[config.mk]
export PLATFORM = sky130hd
export DESIGN_NAME = clk_speed_ctrl
export DESIGN_NICKNAME = d
export VERILOG_FILES = /design/src/rtl/clk_speed_ctrl_pkg.sv /design/src/rtl/btn_debounce.sv /design/src/rtl/clk_speed_ctrl.sv
export SDC_FILE = /design/constraint.sdc
export NUM_CORES = 1
export LEC_CHECK = 0
export ABC_CLOCK_PERIOD_IN_PS = 2600
export CAP_MARGIN = 10
export CORE_UTILIZATION = 45
export DETAILED_ROUTE_END_ITERATION = 7
export PLACE_DENSITY = 0.7
export SKIP_CTS_REPAIR_TIMING = 1
export SYNTH_ARGS = -nofsm -noshare
export SYNTH_HDL_FRONTEND = slang
export SYNTH_SLANG_ARGS = --single-unit
export TNS_END_PERCENT = 50
[constraint.sdc]
create_clock -name clk -period 2.6 [get_ports clk]
set_input_delay 0.26 -clock clk [delete_from_list [all_inputs] [get_ports clk]]
set_output_delay 0.26 -clock clk [all_outputs]
set_load 0.02 [all_outputs]
[src/rtl/clk_speed_ctrl_pkg.sv]
// Shared front-panel speed-control definitions: mode encoding and width,
// reused by the CPU top and the display logic.
package clk_speed_ctrl_pkg;

  localparam int MODE_W = 2;

  typedef enum logic [MODE_W-1:0] {
    MODE_RUN_SLOW = 2'd0,
    MODE_RUN_FAST = 2'd1,
    MODE_STEP     = 2'd2,
    MODE_ILLEGAL  = 2'd3
  } mode_e;

endpackage

[src/rtl/btn_debounce.sv]
// One front-panel input: 2-flop synchroniser, strobe-paced sample history,
// debounced level and a one-clk pulse on its rising edge.
module btn_debounce #(
  parameter int DEB_LEN = 4
) (
  input  logic clk,
  input  logic reset_n,
  input  logic strobe,
  input  logic raw,
  output logic level,
  output logic rise
);

  logic               sync1_q, sync2_q;
  logic [DEB_LEN-1:0] hist_q, hist_d;
  logic               level_q, level_d;
  logic               rise_q, rise_d;

  // History shift on strobe; level flips only once the whole history agrees.
  always_comb begin
    hist_d  = hist_q;
    level_d = level_q;
    rise_d  = 1'b0;
    if (strobe) begin
      hist_d = {hist_q[DEB_LEN-2:0], sync2_q};
    end else begin
      hist_d = hist_q;
    end
    if ((hist_q == {DEB_LEN{1'b1}}) && !level_q) begin
      level_d = 1'b1;
    end else if ((hist_q == {DEB_LEN{1'b0}}) && level_q) begin
      level_d = 1'b0;
    end else begin
      level_d = level_q;
    end
    rise_d = level_d & ~level_q;
  end

  // Synchroniser, history and debounced state registers.
  always_ff @(posedge clk or negedge reset_n) begin
    if (!reset_n) begin
      sync1_q <= 1'b0;
      sync2_q <= 1'b0;
      hist_q  <= {DEB_LEN{1'b0}};
      level_q <= 1'b0;
      rise_q  <= 1'b0;
    end else begin
      sync1_q <= raw;
      sync2_q <= sync1_q;
      hist_q  <= hist_d;
      level_q <= level_d;
      rise_q  <= rise_d;
    end
  end

  assign level = level_q;
  assign rise  = rise_q;

endmodule

[src/rtl/clk_speed_ctrl.sv]
// Front-panel clock speed control: debounces speed/step/run inputs and runs
// the RUN_SLOW / RUN_FAST / STEP mode machine feeding the CPU clock divider.
module clk_speed_ctrl
  import clk_speed_ctrl_pkg::*;
#(
  parameter int DEB_LEN = 4,
  parameter int CNT_W   = 8
) (
  input  logic             clk,
  input  logic             reset_n,
  input  logic             tick_src,
  input  logic             btn_speed,
  input  logic             btn_step,
  input  logic             sw_run,
  output logic             speed_select,
  output logic             cpu_run,
  output logic             step_pulse,
  output logic [1:0]       mode,
  output logic [CNT_W-1:0] step_count
);

  logic tick_s1_q, tick_s2_q, tick_prev_q;
  logic strobe_s;
  logic speed_lvl, speed_rise, step_lvl, step_rise, run_lvl, run_rise;
  logic deb_unused;

  mode_e            state_q, state_d;
  logic             speed_select_q, speed_select_d;
  logic             cpu_run_q, cpu_run_d;
  logic             step_pulse_q, step_pulse_d;
  logic [CNT_W-1:0] step_count_q, step_count_d;
  logic             step_fire_s;

  assign strobe_s = tick_s2_q & ~tick_prev_q;

  btn_debounce #(.DEB_LEN(DEB_LEN)) u_deb_speed (
    .clk(clk), .reset_n(reset_n), .strobe(strobe_s), .raw(btn_speed),
    .level(speed_lvl), .rise(speed_rise)
  );
  btn_debounce #(.DEB_LEN(DEB_LEN)) u_deb_step (
    .clk(clk), .reset_n(reset_n), .strobe(strobe_s), .raw(btn_step),
    .level(step_lvl), .rise(step_rise)
  );
  btn_debounce #(.DEB_LEN(DEB_LEN)) u_deb_run (
    .clk(clk), .reset_n(reset_n), .strobe(strobe_s), .raw(sw_run),
    .level(run_lvl), .rise(run_rise)
  );

  // Only the speed/step press pulses and the run level drive the FSM.
  assign deb_unused = ^{speed_lvl, step_lvl, run_rise};

  // Next mode in priority order, plus registered outputs of the entered state.
  always_comb begin
    state_d        = state_q;
    speed_select_d = speed_select_q;
    cpu_run_d      = cpu_run_q;
    step_pulse_d   = 1'b0;
    step_count_d   = step_count_q;
    case (state_q)
      MODE_RUN_SLOW: begin
        if (!run_lvl) state_d = MODE_STEP;
        else if (speed_rise) state_d = MODE_RUN_FAST;
        else state_d = MODE_RUN_SLOW;
      end
      MODE_RUN_FAST: begin
        if (!run_lvl) state_d = MODE_STEP;
        else if (speed_rise) state_d = MODE_RUN_SLOW;
        else state_d = MODE_RUN_FAST;
      end
      MODE_STEP: begin
        if (run_lvl) state_d = MODE_RUN_SLOW;
        else state_d = MODE_STEP;
      end
      default: state_d = MODE_RUN_SLOW;
    endcase
    speed_select_d = (state_d != MODE_RUN_FAST);
    cpu_run_d      = (state_d == MODE_RUN_SLOW) || (state_d == MODE_RUN_FAST);
    // A step counts only when STEP is both the current and the next state.
    step_fire_s    = (state_q == MODE_STEP) && (state_d == MODE_STEP) && step_rise;
    step_pulse_d   = step_fire_s;
    if (step_fire_s) begin
      step_count_d = step_count_q + {{(CNT_W-1){1'b0}}, 1'b1};
    end else begin
      step_count_d = step_count_q;
    end
  end

  // Tick synchroniser/edge register and FSM/output registers.
  always_ff @(posedge clk or negedge reset_n) begin
    if (!reset_n) begin
      tick_s1_q      <= 1'b0;
      tick_s2_q      <= 1'b0;
      tick_prev_q    <= 1'b0;
      state_q        <= MODE_RUN_SLOW;
      speed_select_q <= 1'b1;
      cpu_run_q      <= 1'b1;
      step_pulse_q   <= 1'b0;
      step_count_q   <= {CNT_W{1'b0}};
    end else begin
      tick_s1_q      <= tick_src;
      tick_s2_q      <= tick_s1_q;
      tick_prev_q    <= tick_s2_q;
      state_q        <= state_d;
      speed_select_q <= speed_select_d;
      cpu_run_q      <= cpu_run_d;
      step_pulse_q   <= step_pulse_d;
      step_count_q   <= step_count_d;
    end
  end

  assign mode         = state_q;
  assign speed_select = speed_select_q;
  assign cpu_run      = cpu_run_q;
  assign step_pulse   = step_pulse_q;
  assign step_count   = step_count_q;

endmodule
==> reports/qor.txt, run 1 <==
status - complete, but fails checks
violations in the final reports - design-rule violations, negative hold slack
largest net degree at the start of global routing - 40
Die Y - 57.8 um
r2r worst-path depth - 3
pwr/cell area - 661 mW/mm^2
TritonCTS buffer count - 5
Commonest cells post-synth - 38 x nand2_1, 37 x dfrtp_1, 6 x xnor2_1, 5 x a21oi_1
synthesized area per cell - 11.8 um^2
Sw Ratio - 26.5%
Clock Skews - 13.5 ps
post-synth top area cell - dfrtp_1
GPL Wtd Cong - 0.696
critical path fanouts, max - 1
I/O Buffers - 18
Longest Clk Path Bufs - 2
flop2flop setup slack - 1260 ps
Final period util - 66.1%
post-synth top area share - 66.2%
Async SR Flop Fraction - 100%
max cap viols - 0
RR Startpoint - u_deb_run.level
first-pass iteration count of the detailed router - 7
Setup TNS - 0 ps
clk sinks - 39
clock-pin transition on the worst setup and hold timing paths - 120 ps
Post-synth EDFFs - 0
CTS tree - built
sequential fraction of the synthesis area - 69.9%
CP peak stage delay - 590 ps
DR vias - 893
number of global-route vias before repair - 817
H-tree levels - 2
Yosys reg bits - 39
Leak Pwr - 0.000811 uW
HP Class - primary input to async pin
internal power - 806 uW
synthesis warning total - 0
Final WS setup - 880 ps
critical-path cell list - clkdlybuf4s50_1
global-route wire length before repair - 3320 um
CP bufs+invs - 1
chip width - 57.8 um
Worst Max-Slew Pin Slew - 822 ps
FILL cells - 255
Worst Setup End Kind - output pin
max-slew violation count - 0
GRT Overall Usage - 13.8%
clock latency at the later pin of the worst-skew pair - 350 ps
Area Overhead vs Synth - 18.6%
layout cell share with drive strength beyond 1 - 8.39%
P_sw - 291 uW
hold_ws - -4.21 ps
unrepaired setup endpoints after global routing - false
final hold vios - 9
CP delay by family, top - buffers and inverters
Starting Density - 49.0%
die area - 0.00334 mm^2
Yosys cell types - 23
most instantiated library cell after synthesis - nand2_1
DP Worst Slack - 1250 ps
post-DP HPWL - 1330 um
number of core rows - 19
peak supply drop - 0.468 mV
CP Class - flip-flop to output pin
routed length per instance - 11.4 um
Worst Path Required - 2340 ps
Max Fclk - 582 MHz
Main synth FF type - dfrtp_1
sequential power share - 63.0%
Reg2Reg Capture Point - step_count[1]
Final Non-Filler Cells - 174
synthesized cell area - 0.00140 mm^2
Crit-path slowest cell - clkdlybuf4s50_1
n_diodes - 0
Post-Synthesis Cells - 119
final wirelength - 1980 um
part of the power in combinational logic - 9.5%
DRC viols - 4
final setup violation count - 0
placed insts - 166
synth top area cells - dfrtp_1 66%, nand2_1 10%, dfstp_2 3.8%
First DRT Iteration DRCs - 17
io pins - 19
syn nets - 126
antenna viol nets, final - 0
grt ovf - 0
CTS Root Cell - clkbuf_4
Startpoint Class - flip-flop
Period minus WS final - 1720 ps
Clk pwr share - 27.5%
relative slew slack - 45.2%
Nets - 149
initial antenna violation count - 0
vias per cell - 5.13
core area - 0.00285 mm^2
CP Data Arrival Time - 1460 ps
==> power groups by stage <==
stage | Combinational (uW) | Sequential (uW) | Clock, uW
global route | 118 | 698 | 334
floorplan | 52.3 | 705 | 0
global placement | 103 | 701 | 0
CTS | 107 | 692 | 313
detailed placement | 107 | 704 | 0
finish | 104 | 691 | 302
==> cell families after synthesis <==
group                    count (synthesis)  share of synthesized area [%]
AND/OR/NAND/NOR                         56                           18.4
flip-flops                              39                           69.9
XOR/XNOR                                 8                           5.01
AO/OA/AOI/OAI                            7                           2.77
buffers and inverters                    7                           2.15
multiplexers                             1                          0.805
adder cells (fa/ha/maj)                  1                          0.894
==> area by class of cell <==
class	count	area [um^2]	share of cell area (%)
sequential	39	978	59.0
multi-input combinational	73	390	23.5
timing repair buffer	19	183	11.0
clock buffer	6	41.3	2.49
tap	31	38.8	2.34
inverter	4	15.0	0.905
clock inverter	2	12.5	0.754
==> metal layers <==
layer	wire length (um)	GRT usage, %	up-vias
met5	0	0	-
met4	61	10.2	0
met3	114	4.69	6
met2	918	21.4	20
met1	890	16.0	434
li1	-	-	433
==> through the flow <==
| step | power, uW | instance area, um^2 | util, % | hold slack (ps) |
|---|---|---|---|---|
| after global placement | 803 | 1610 | 56.3 | 333 |
| final | 1100 | 1660 | 58.2 | -4.21 |
| after global routing | 1150 | 1660 | 58.2 | 61.6 |
| after floorplan | 758 | 1400 | - | -35.6 |
| after detailed placement | 811 | 1610 | 56.3 | 337 |
| after CTS | 1110 | 1660 | 58.2 | 14.7 |
==> placed cells by master (no fill, tap or decap) <==
cell,netlist,routed
mux2_2,1,1
nor4bb_1,1,1
a21oi_1,5,5
xnor2_1,6,6
clkinv_2,0,1
and3_1,2,2
nand3b_1,1,1
clkinvlp_4,0,1
ha_1,1,1
nand2_1,38,38
or3_1,3,3
nor2_1,1,1
clkdlybuf4s50_1,0,17
nor2b_1,1,1
dfrtp_1,37,37
nand2b_1,1,1
clkbuf_1,2,1
buf_4,1,1
a21o_1,1,1
buf_2,0,1
nor3b_1,2,2
xor2_1,2,2
dfstp_2,2,2
inv_1,4,4
clkbuf_4,0,5
nand3_1,2,2
a31oi_1,1,1
nand4_1,4,4
==> worst max-delay path by stage <==
stage                      start             to  slack [ps]  depth (start not counted)
floorplan                mode[0]  step_count[1]        1220                          3
finish              speed_select   speed_select         880                          1
global placement         cpu_run        cpu_run        1260                          1
global route        speed_select   speed_select         830                          1
CTS                 speed_select   speed_select         860                          1
detailed placement  speed_select   speed_select        1250                          1
==> state kept, by name, summed over array words and instances, names as in the netlist, 2 cells and up <==
name,flops
u_deb_step.hist_q,4
mode,2
u_deb_run.hist_q,4
step_count,8
u_deb_speed.hist_q,4
(Power assumes the default switching activity.)
==> inputs of run 2 (changes only) <==
--- a/config.mk
+++ b/config.mk
@@ -5,7 +5,7 @@
 export SDC_FILE = /design/constraint.sdc
 export NUM_CORES = 1
 export LEC_CHECK = 0
-export ABC_CLOCK_PERIOD_IN_PS = 2600
+export ABC_CLOCK_PERIOD_IN_PS = 1600
 export CAP_MARGIN = 10
 export CORE_UTILIZATION = 45
 export DETAILED_ROUTE_END_ITERATION = 7
==> constraint.sdc (replaced) <==
create_clock -name clk -period 1.6 [get_ports clk]
set_input_delay 0.16 -clock clk [delete_from_list [all_inputs] [get_ports clk]]
set_output_delay 0.16 -clock clk [all_outputs]
set_load 0.02 [all_outputs]
==> run 2 against run 1 <==
The flow finishes with violations (design-rule violations). Non-clock buffer count increased by 2. Sequential share of layout area down 1.2 points. Via count decreased by 1.0%. Critical path depth is the same. Global-route usage up 1.5 points. Setup slack worse by 820 ps. Die area is the same. Flip-flop and latch count is the same. Final cell count up 0.57%. Register-to-register slack worse by 1000 ps. Clock power up 65%. Highest routed layer unchanged.
==> reports/qor.txt, run 2 (same netlist as run 1, synthesis figures left out) <==
CTS Root Cell - clkbuf_4
internal power - 1340 uW (+67%)
hold depth - 1
n_diodes - 0 (unchanged)
final wirelength - 2080 um (+4.9%)
status - complete, but fails checks
Worst Path Required - 1440 ps (-900 ps)
initial antenna violation count - 0 (unchanged)
CP Data Arrival Time - 1380 ps (-80 ps)
Worst setup startpoint - mode[0]
H-tree levels - 2 (unchanged)
peak supply drop - 0.653 mV (+40%)
GPL Wtd Cong - 0.716 (+2.9%)
final setup violation count - 0 (unchanged)
clock-pin transition on the worst setup and hold timing paths - 100 ps (-20 ps)
Total Power - 1790 uW (+63%)
global-route wire length before repair - 3630 um (+9.4%)
sequential power share - 62.7% (-0.3 points)
GRT Overall Usage - 15.3% (+1.5 points)
CP bufs+invs - 1 (unchanged)
WP depth - 1 (unchanged)
Sw Ratio - 25.0% (-1.5 points)
Hold Path Sink - u_deb_run.sync1_q
first-pass iteration count of the detailed router - 6 (-1)
Clk pwr share - 27.8% (+0.3 points)
number of global-route vias before repair - 824 (+0.86%)
number of core rows - 19 (unchanged)
Reg2Reg Capture Point - step_count[1]
max cap viols - 0 (unchanged)
Final period util - 96.5%
First DRT Iteration DRCs - 28 (+11)
Clock Skews - 4.81 ps (-8.74 ps)
Nets - 151 (+1.3%)
r2r worst-path depth - 3 (unchanged)
DRC viols - 4 (unchanged)
HP Class - primary input to flip-flop
flop2flop setup slack - 250 ps (-1010 ps)
clk sinks - 39 (unchanged)
grt ovf - 0 (unchanged)
unrepaired setup endpoints after global routing - false
CP delay by family, top - buffers and inverters
Starting Density - 49.0% (unchanged)
leading cell type in the layout, fill and taps excluded - nand2_1
Crit-path slowest cell - clkdlybuf4s50_1
largest net degree at the start of global routing - 40 (unchanged)
CTS tree - built
Max Fclk - 648 MHz
RR Startpoint - mode[0]
CP peak stage delay - 630 ps (+40 ps)
Startpoint Class - flip-flop
critical path fanouts, max - 4 (+3)
TritonCTS buffer count - 5 (unchanged)
most frequent cells in the layout - 38 x nand2_1, 37 x dfrtp_1, 11 x clkdlybuf4s50_1
DR vias - 884 (-1.0%)
hold_ws - 243 ps (+247 ps)
CP Class - flip-flop to output pin
P_sw - 448 uW (+54%)
die area - 0.00334 mm^2 (unchanged)
final hold vios - 0 (-9)
violations in the final reports - design-rule violations
Worst Setup End Kind - output pin
routed length per instance - 11.9 um (+4.3%)
part of the power in combinational logic - 9.5% (about the same)
Area Overhead vs Synth - 21.1%
I/O Buffers - 18 (unchanged)
Longest Clk Path Bufs - 2 (unchanged)
max reg flops - 8 (unchanged)
relative slew slack - 46.0% (+0.83 points)
FILL cells - 256 (+0.39%)
max-slew violation count - 0 (unchanged)
Period minus WS final - 1540 ps
layout cell share with drive strength beyond 1 - 9.03% (+0.64 points)
io pins - 19 (unchanged)
clock latency at the later pin of the worst-skew pair - 340 ps (about the same)
vias per cell - 5.05 (-1.6%)
antenna viol nets, final - 0 (unchanged)
Leak Pwr - 0.000917 uW (+13%)
Worst Max-Slew Pin Slew - 808 ps (-14.1 ps)
pwr/cell area - 1060 mW/mm^2 (+60%)
Hold Startpoint - sw_run
critical-path cell list - clkdlybuf4s50_1
chip width - 57.8 um (unchanged)
Die Y - 57.8 um (unchanged)
core area - 0.00285 mm^2 (unchanged)
-- run 2: cell types whose count changed in the layout (fill, tap and decap cells not counted) --
cell | previous run | this run
buf_4 | 1 | 2
clkdlybuf4s50_1 | 17 | 11
clkbuf_1 | 1 | 0
clkinvlp_4 | 1 | 0
clkbuf_8 | 0 | 1
dlygate4sd3_1 | 0 | 1
dlymetal6s2s_1 | 0 | 6
-- run 2: through the flow --
step / setup WS [ps] / setup TNS, ps / std cells / util, % / cell area [um^2]
finish: 56.5 / 0 / 175 / 59.4 / 1690
global route: 10.5 / 0 / 175 / 59.4 / 1690
CTS: -32.6 / -62.9 / 174 / 58.5 / 1670
detailed placement: 250 / 0 / 167 / 56.5 / 1610
global placement: 268 / 0 / 167 / 56.5 / 1610
floorplan: 224 / 0 / 119 / - / 1400
-- run 2: cell type report --
class | count | area, um^2 | share of cell area, %
multi-input cells | 73 | 390 | 23.0
clock inverters | 1 | 5.00 | 0.295
clock buffers | 6 | 51.3 | 3.03
flip-flops and latches | 39 | 978 | 57.8
inverters | 4 | 15.0 | 0.886
well taps | 31 | 38.8 | 2.29
repair buffers | 21 | 215 | 12.7
-- run 2: power by group through the flow --
stage / combinational (uW) / sequential [uW] / clock [uW]
after floorplan: 85.0 / 1150 / 0
after CTS: 175 / 1130 / 522
after detailed placement: 174 / 1150 / 0
final: 170 / 1120 / 498
after global placement: 169 / 1140 / 0
after global routing: 194 / 1140 / 552
-- run 2: worst max path at each step --
stage,end,slack (ps)
floorplan,step_count[1],220
global placement,step_count[1],270
detailed placement,step_count[1],250
CTS,speed_select,-30
global route,mode[1],10
finish,mode[0],60
-- run 2: per-layer routing --
| metal | up-vias | track usage [%] | part of all wire, % |
|---|---|---|---|
| met5 | - | 0 | 0 |
| met4 | 0 | 11.2 | 3.5 |
| met3 | 8 | 4.69 | 5.6 |
| met2 | 24 | 23.3 | 46 |
| met1 | 421 | 18.5 | 44 |
| li1 | 431 | - | - |
